**config.mk**
```make
export PLATFORM = sky130hd
export DESIGN_NAME = sr_ff_driver
export DESIGN_NICKNAME = d
export VERILOG_FILES = /design/src/rtl/sr_ff_driver.sv
export SDC_FILE = /design/constraint.sdc
export NUM_CORES = 1
export LEC_CHECK = 0
export CAP_MARGIN = 10
export CORE_ASPECT_RATIO = 0.9
export CORE_MARGIN = 5
export CORE_UTILIZATION = 30
export CTS_CLUSTER_SIZE = 12
export DETAILED_ROUTE_END_ITERATION = 7
export SETUP_SLACK_MARGIN = 0.15
export SLEW_MARGIN = 20
export SYNTH_ARGS = -nofsm -noshare
export SYNTH_HDL_FRONTEND = slang
export SYNTH_SLANG_ARGS = --single-unit
```
**constraint.sdc**
```tcl
create_clock -name clk -period 3.6 [get_ports clk]
set_input_delay 0.72 -clock clk [delete_from_list [all_inputs] [get_ports clk]]
set_output_delay 0.72 -clock clk [all_outputs]
set_load 0.005 [all_outputs]
```
**src/rtl/sr_ff_driver.sv**
```systemverilog
// Queued SET/RESET/TOGGLE sequencer that drives an SR flip-flop and checks its q/qn readback.
// Optional macro SR_FF_DRIVER_TOGGLE_EN enables TOGGLE; without it op 11 pops as an error NOP.
module sr_ff_driver #(
  parameter int DEPTH     = 4,
  parameter int PULSE_W   = 1,
  parameter int CHECK_LAT = 1
) (
  input  logic       clk,
  input  logic       rst_n,
  input  logic       req_valid,
  output logic       req_ready,
  input  logic [1:0] req_op,
  input  logic       err_clr,
  output logic       s,
  output logic       r,
  input  logic       q,
  input  logic       qn,
  output logic       busy,
  output logic       done,
  output logic       err
);

  localparam int AW = $clog2(DEPTH);
  localparam logic [AW:0] PTR_ZERO = {(AW+1){1'b0}};
  localparam logic [AW:0] PTR_ONE  = {{AW{1'b0}}, 1'b1};
  localparam logic [3:0] PULSE_LOAD = 4'(PULSE_W - 1);
  localparam logic [3:0] CHECK_LOAD = 4'(CHECK_LAT - 1);

  localparam logic [1:0] OP_NOP    = 2'b00;
  localparam logic [1:0] OP_SET    = 2'b01;
  localparam logic [1:0] OP_RESET  = 2'b10;
  localparam logic [1:0] OP_TOGGLE = 2'b11;

  typedef enum logic [1:0] {
    IDLE  = 2'b00,
    DRIVE = 2'b01,
    CHECK = 2'b10
  } state_t;

  logic [1:0]  mem_r [DEPTH];
  logic [AW:0] wr_ptr_r;
  logic [AW:0] rd_ptr_r;
  state_t      state_r;
  logic        exp_r;
  logic [3:0]  cnt_r;

  logic        full_s;
  logic        empty_s;
  logic        push_s;
  logic [1:0]  head_s;

  // FIFO status; push depends only on !full, never on a same-cycle pop.
  always_comb begin
    full_s  = (wr_ptr_r[AW] != rd_ptr_r[AW]) && (wr_ptr_r[AW-1:0] == rd_ptr_r[AW-1:0]);
    empty_s = (wr_ptr_r == rd_ptr_r);
    push_s  = req_valid && !full_s;
    head_s  = mem_r[rd_ptr_r[AW-1:0]];
  end

  assign req_ready = !full_s;
  assign busy      = (state_r != IDLE) || !empty_s;

  // Command storage; contents are don't-care once the pointers are flushed.
  always_ff @(posedge clk) begin
    if (push_s) begin
      mem_r[wr_ptr_r[AW-1:0]] <= req_op;
    end
  end

  // Write pointer.
  always_ff @(posedge clk or negedge rst_n) begin
    if (!rst_n) begin
      wr_ptr_r <= PTR_ZERO;
    end else if (push_s) begin
      wr_ptr_r <= wr_ptr_r + PTR_ONE;
    end
  end

  // Sequencer: pop, drive a one-hot s/r pulse, wait, then check readback.
  always_ff @(posedge clk or negedge rst_n) begin
    if (!rst_n) begin
      state_r  <= IDLE;
      rd_ptr_r <= PTR_ZERO;
      exp_r    <= 1'b0;
      cnt_r    <= 4'd0;
      s        <= 1'b0;
      r        <= 1'b0;
      done     <= 1'b0;
      err      <= 1'b0;
    end else begin
      done <= 1'b0;
      // Later assignments to err in this block override the clear.
      if (err_clr) begin
        err <= 1'b0;
      end
      case (state_r)
        IDLE: begin
          if (!empty_s) begin
            rd_ptr_r <= rd_ptr_r + PTR_ONE;
            case (head_s)
              OP_SET: begin
                exp_r   <= 1'b1;
                s       <= 1'b1;
                r       <= 1'b0;
                cnt_r   <= PULSE_LOAD;
                state_r <= DRIVE;
              end
              OP_RESET: begin
                exp_r   <= 1'b0;
                s       <= 1'b0;
                r       <= 1'b1;
                cnt_r   <= PULSE_LOAD;
                state_r <= DRIVE;
              end
              OP_TOGGLE: begin
`ifdef SR_FF_DRIVER_TOGGLE_EN
                exp_r   <= !q;
                s       <= !q;
                r       <= q;
                cnt_r   <= PULSE_LOAD;
                state_r <= DRIVE;
`else
                err  <= 1'b1;
                done <= 1'b1;
`endif
              end
              OP_NOP: begin
                done <= 1'b1;
              end
              default: begin
                done <= 1'b1;
              end
            endcase
          end
        end
        DRIVE: begin
          if (cnt_r == 4'd0) begin
            s       <= 1'b0;
            r       <= 1'b0;
            cnt_r   <= CHECK_LOAD;
            state_r <= CHECK;
          end else begin
            cnt_r <= cnt_r - 4'd1;
          end
        end
        CHECK: begin
          if (cnt_r == 4'd0) begin
            if ((q != exp_r) || (qn != !q)) begin
              err <= 1'b1;
            end
            done    <= 1'b1;
            state_r <= IDLE;
          end else begin
            cnt_r <= cnt_r - 4'd1;
          end
        end
        default: begin
          s       <= 1'b0;
          r       <= 1'b0;
          state_r <= IDLE;
        end
      endcase
    end
  end

endmodule
```
After elaboration in Yosys (flattened, before gate mapping). Memories as Yosys holds them, arrays and structs flattened. Cells that the tools add are included.

Bitwise gates (word level): 2. Equality and inequality tests: 16. Reductions and logical operators: 20. Multiplexer cells: 29. Add/subtract/negate cells: 3.

Operators by type and width (number): $mux 4 (4); $mux 1 (13); $pmux 4 s3 (1); $reduce_and 4->1 (3); $ne 2x2->1 const B (5); $mux 2 (4); $pmux 1 s2 (4); $add 3x1->3 const B (2); $eq 2x2->1 const B (3); $pmux 1 s3 (2); $pmux 2 s3 (1); $eq 2x1->1 const B (2); $logic_not 2->1 (2); $logic_not 4->1 (1); $reduce_bool 2->1 (2); $reduce_or 2->1 (2); $sub 4x1->4 const B (1); $eq 3x3->1 (1); $logic_not 1->1 (3); $ne 1x1->1 (3); $ne 3x1->1 const B (1); $reduce_and 3->1 (1); $reduce_bool 3->1 (1); $eq 2x2->1 (1); other kinds (4) (7).

Output and inout bits: 6. Register bits after elaboration: 17. Memory bits (writable): 8. Bits of input ports: 8. Logic and storage cells: 80. Memories: 1.

Memories: mem_r (depth 4, bits a word 2, read ports 1, clocked after memory_dff 0, write ports 1, RTL line 40) `logic [1:0] mem_r [DEPTH];`.

Depth between registers and ports, before layout.
Depth in word-level cells: 6. Mapped depth: 7.

Least setup slack after synthesis. No wires, ideal clock.

Kind: reg2reg. Start point: register rd_ptr_r[0]. End point: register cnt_r[1]. Path slack: 1.361 ns. Required time: 3.472 ns. Path buffers: 0. Arrival: 2.111 ns. Stages on the path, launching flop included: 7. Cell sequence: dfrtp_1 > mux4_1 > ha_1 > inv_1 > o31ai_2 > a21boi_4 > mux2_1.

Longest elaborated chain between the ends: 5.

RTL lines: start: declaration (RTL line 42) `logic [AW:0] rd_ptr_r;`; start signal: assignment (RTL line 99) `rd_ptr_r <= rd_ptr_r + PTR_ONE;`; $mem_v2 4x2; $eq 2x2->1 / $eq 2x1->1 (equally long branches) (RTL line 100) `case (head_s)`; $reduce_or 2->1 (no line); $ne 2x2->1 (no line); $reduce_and 4->1 (no line) *; end signal: assignment (RTL line 143) `cnt_r <= cnt_r - 4'd1;`; end signal: assignment (RTL line 154) `cnt_r <= cnt_r - 4'd1;`; end: declaration (RTL line 45) `logic [3:0] cnt_r;`.

Mark *: on every way between the ends. The rest lies on a longest branch, timed or not. A chain may end at the register's enable or synchronous reset.

Worst setup path after layout.
Start point: register wr_ptr_r[1]. End point: output port busy.

Longest elaborated chain between the ends: 3.

RTL lines: start: declaration (RTL line 41) `logic [AW:0] wr_ptr_r;`; start signal: assignment (RTL line 75) `wr_ptr_r <= wr_ptr_r + PTR_ONE;`; $eq 3x3->1 (RTL line 55) `empty_s = (wr_ptr_r == rd_ptr_r);`; $logic_not 1->1; $logic_or 1x1->1 (RTL line 61) `assign busy = (state_r != IDLE) || !empty_s;`; end: declaration (RTL line 18) `output logic busy,`.

No other way between the ends.

==> qor.csv <==
stage,metric,value,unit
outcome,status,completed,
route,viasPerCell,4.71,
critical_path,critical_path.max_fanout,7,
timing,tns,0,ns
flow_run,cap_viol_max_count,0,
synthesis,synth_seq_cells,25,
layout,n_antenna_cell,0,
clocking,clk_latency,0.27,ns
clocking,cts.clk_slew.worst_paths,0.10,ns
layout,final_common_cell,dfrtp_1,
critical_path,cp.buffers_inverters,1,
timing,period_share,80.1,%
grt,overflow,0,
min_path,worstHoldPathCells,1,
synthesis,ys_types,38,
layout,fillCellCount,490,
layout,utilization,35.6,%
route,wl,2.59,mm
timing,fmax,347,MHz
layout,final_area,1700,um2
synthesis,synth.largest_area_cell,dfrtp_1,
timing,setup_viol_count_final,0,
synthesis,async_flop_share,68.0,%
critical_path,rr_worst_depth,6,
placement,placed_area,1650,um2
timing,relSlewSlack,48.9,%
layout,instances_no_fill,200,
clocking,cts_tree,yes,
min_path,hold_path.class,reg2reg,
timing,min_period,2.88,ns
clocking,post_cts_buffers,0,
critical_path,slowest_delay,0.51,ns
die,ios,14,
min_path,min_from,cnt_r[1],
timing,drv_slew,0,
die,row_count,24,
critical_path,path_cells,xor2_2 > or3_1 > or2_1 > clkdlybuf4s50_1,
critical_path,reg2reg_to,cnt_r[1],
placement,io_buffers,13,
power,p_per_area,914,nW/um2
critical_path,worstSetupEndpointType,output port,
grt,grt_max_degree,18,
critical_path,crit_slowest_cell,or3_1,
synthesis,synth-edff-count,8,
synthesis,syn_avg_cell_area,12.1,um2
synthesis,synthFlopType,dfrtp_1,
power,leakagePower,0.698,nW
route,num_vias,941,
route,firstDrtPassIters,4,
synthesis,ys_seq_area_share,46.0,%
placement,hpwl,2.03,mm
layout,nets,158,
critical_path,path_delay_family,simple AND/OR/NAND/NOR gates,
critical_path,r2r-start,rd_ptr_r[0],
power,vdd_ir_drop_max,250,uV
clocking,cts-root-buf,clkbuf_8,
clocking,cts_buffer_depth,2,
route,drc,0,
die,initial_core_util,30.3,%
synthesis,syn_area,1450,um2
layout,layout_common_cells,"dfrtp_1, ha_1, clkdlybuf4s50_1",
critical_path,critical_path_required,2.88,ns
timing,finClkSkew,0.00852,ns
die,die_h,75.9,um
clocking,ctsResizeCount,0,
die,dieArea,6320,um2
min_path,hold_end,cnt_r[1],
synthesis,synth_top_area_share,29.4,%
critical_path,crit_path_start,wr_ptr_r[1],
clocking,cts_made_buffers,3,
clocking,cts_hold_buffers,0,
timing,rsz0062_at_grt,false,
critical_path,start_kind,flip-flop,
synthesis,synthesis.instances,120,
timing,tightest_slew,0.764,ns
route,drt_iter0_markers,39,
grt,track_usage,8.71,%
die,die_w,83.2,um
die,core_area,4770,um2
placement,globalplace.congestion,0.804,
synthesis,synthTopCellsByArea,"dfrtp_1, edfxtp_1, ha_1",
route,antenna_left,0,
critical_path,worstPathArrival,2.16,ns
grt,grt_pass1_wl,4.49,mm
layout,drive_gt1_share,11.1,%
synthesis,synth_warnings,0,
clocking,htreeDepth,1,
grt,grt_pass1_vias,949,
synthesis,syn_nets,142,
grt,antenna_found_initial,0,
timing,hold_violations,0,
placement,placed_cells,196,
critical_path,reg2reg_slack,1.19,ns
clocking,cts_sinks,25,
layout,area_growth,17.3,%
critical_path,crit_type,reg2out,
route,wl_per_cell,12.9,um
[how the worst max path moves through the flow]
stage,to,depth (start not counted)
floorplan,cnt_r[1],6
global placement,busy,4
detailed placement,busy,4
CTS,busy,4
global route,busy,4
finish,busy,4
[layout make-up]
| class | instances | area (um2) | share of cell area, % |
|---|---|---|---|
| sequential | 25 | 666 | 39.2 |
| clock buffer | 3 | 41.3 | 2.43 |
| clock inverter | 1 | 7.51 | 0.442 |
| multi-input combinational | 81 | 727 | 42.8 |
| timing repair buffer | 13 | 130 | 7.66 |
| inverter | 12 | 45.0 | 2.65 |
| tap | 65 | 81.3 | 4.79 |
[stage by stage]
| step | hold slack [ns] | setup slack (ns) | total power [W] |
|---|---|---|---|
| 6_report | 0.523 | 0.717 | 0.00155 |
| 4_1_cts | 0.533 | 0.710 | 0.00157 |
| 3_3_place_gp | 0.496 | 1.05 | 0.00135 |
| 2_1_floorplan | 0.424 | 1.36 | 0.00117 |
| 5_1_grt | 0.554 | 0.608 | 0.00169 |
| 3_5_place_dp | 0.511 | 1.02 | 0.00139 |
[cells in the mapped netlist, types with 3 or more instances]
cell	number
dfrtp_1	17
ha_1	14
inv_1	12
edfxtp_1	8
and2_1	5
nand2_1	5
nor2_1	5
o21ai_0	4
xnor2_1	4
a21oi_1	3
nand3_1	3
o221ai_1	3
[kinds of logic (layout without fill, tap and decap cells)]
kind of cell | count (synthesis) | in the layout | synth area share (%)
and+or+nand+nor | 28 | 28 | 10.6
AOI/OAI and AO/OA | 25 | 25 | 14.9
xor gates and xnor gates | 8 | 8 | 5.88
DFF | 25 | 25 | 46.0
muxes | 6 | 6 | 6.74
buffers and inverters | 14 | 29 | 3.80
adders and majority gates | 14 | 14 | 12.1
[state kept, by name, summed over array words and instances, names as in the netlist, 2 cells and up]
| signal | flops |
|---|---|
| rd_ptr_r | 3 |
| state_r | 2 |
| mem_r | 8 |
| cnt_r | 4 |
| wr_ptr_r | 3 |
[metal layers]
layer,routed length [um],track usage (%),vias to the layer above
li1,-,-,462
met1,1270,11.7,460
met2,1190,13.5,15
met3,81,1.63,4
met4,44,3.92,0
met5,0,0,-
[power breakdown]
part / internal, W / switching, W
clock network: 0.0000784 / 0.0000939
logic: 0.000420 / 0.000466
registers: 0.000399 / 0.0000947
(Power assumes the default switching activity.)
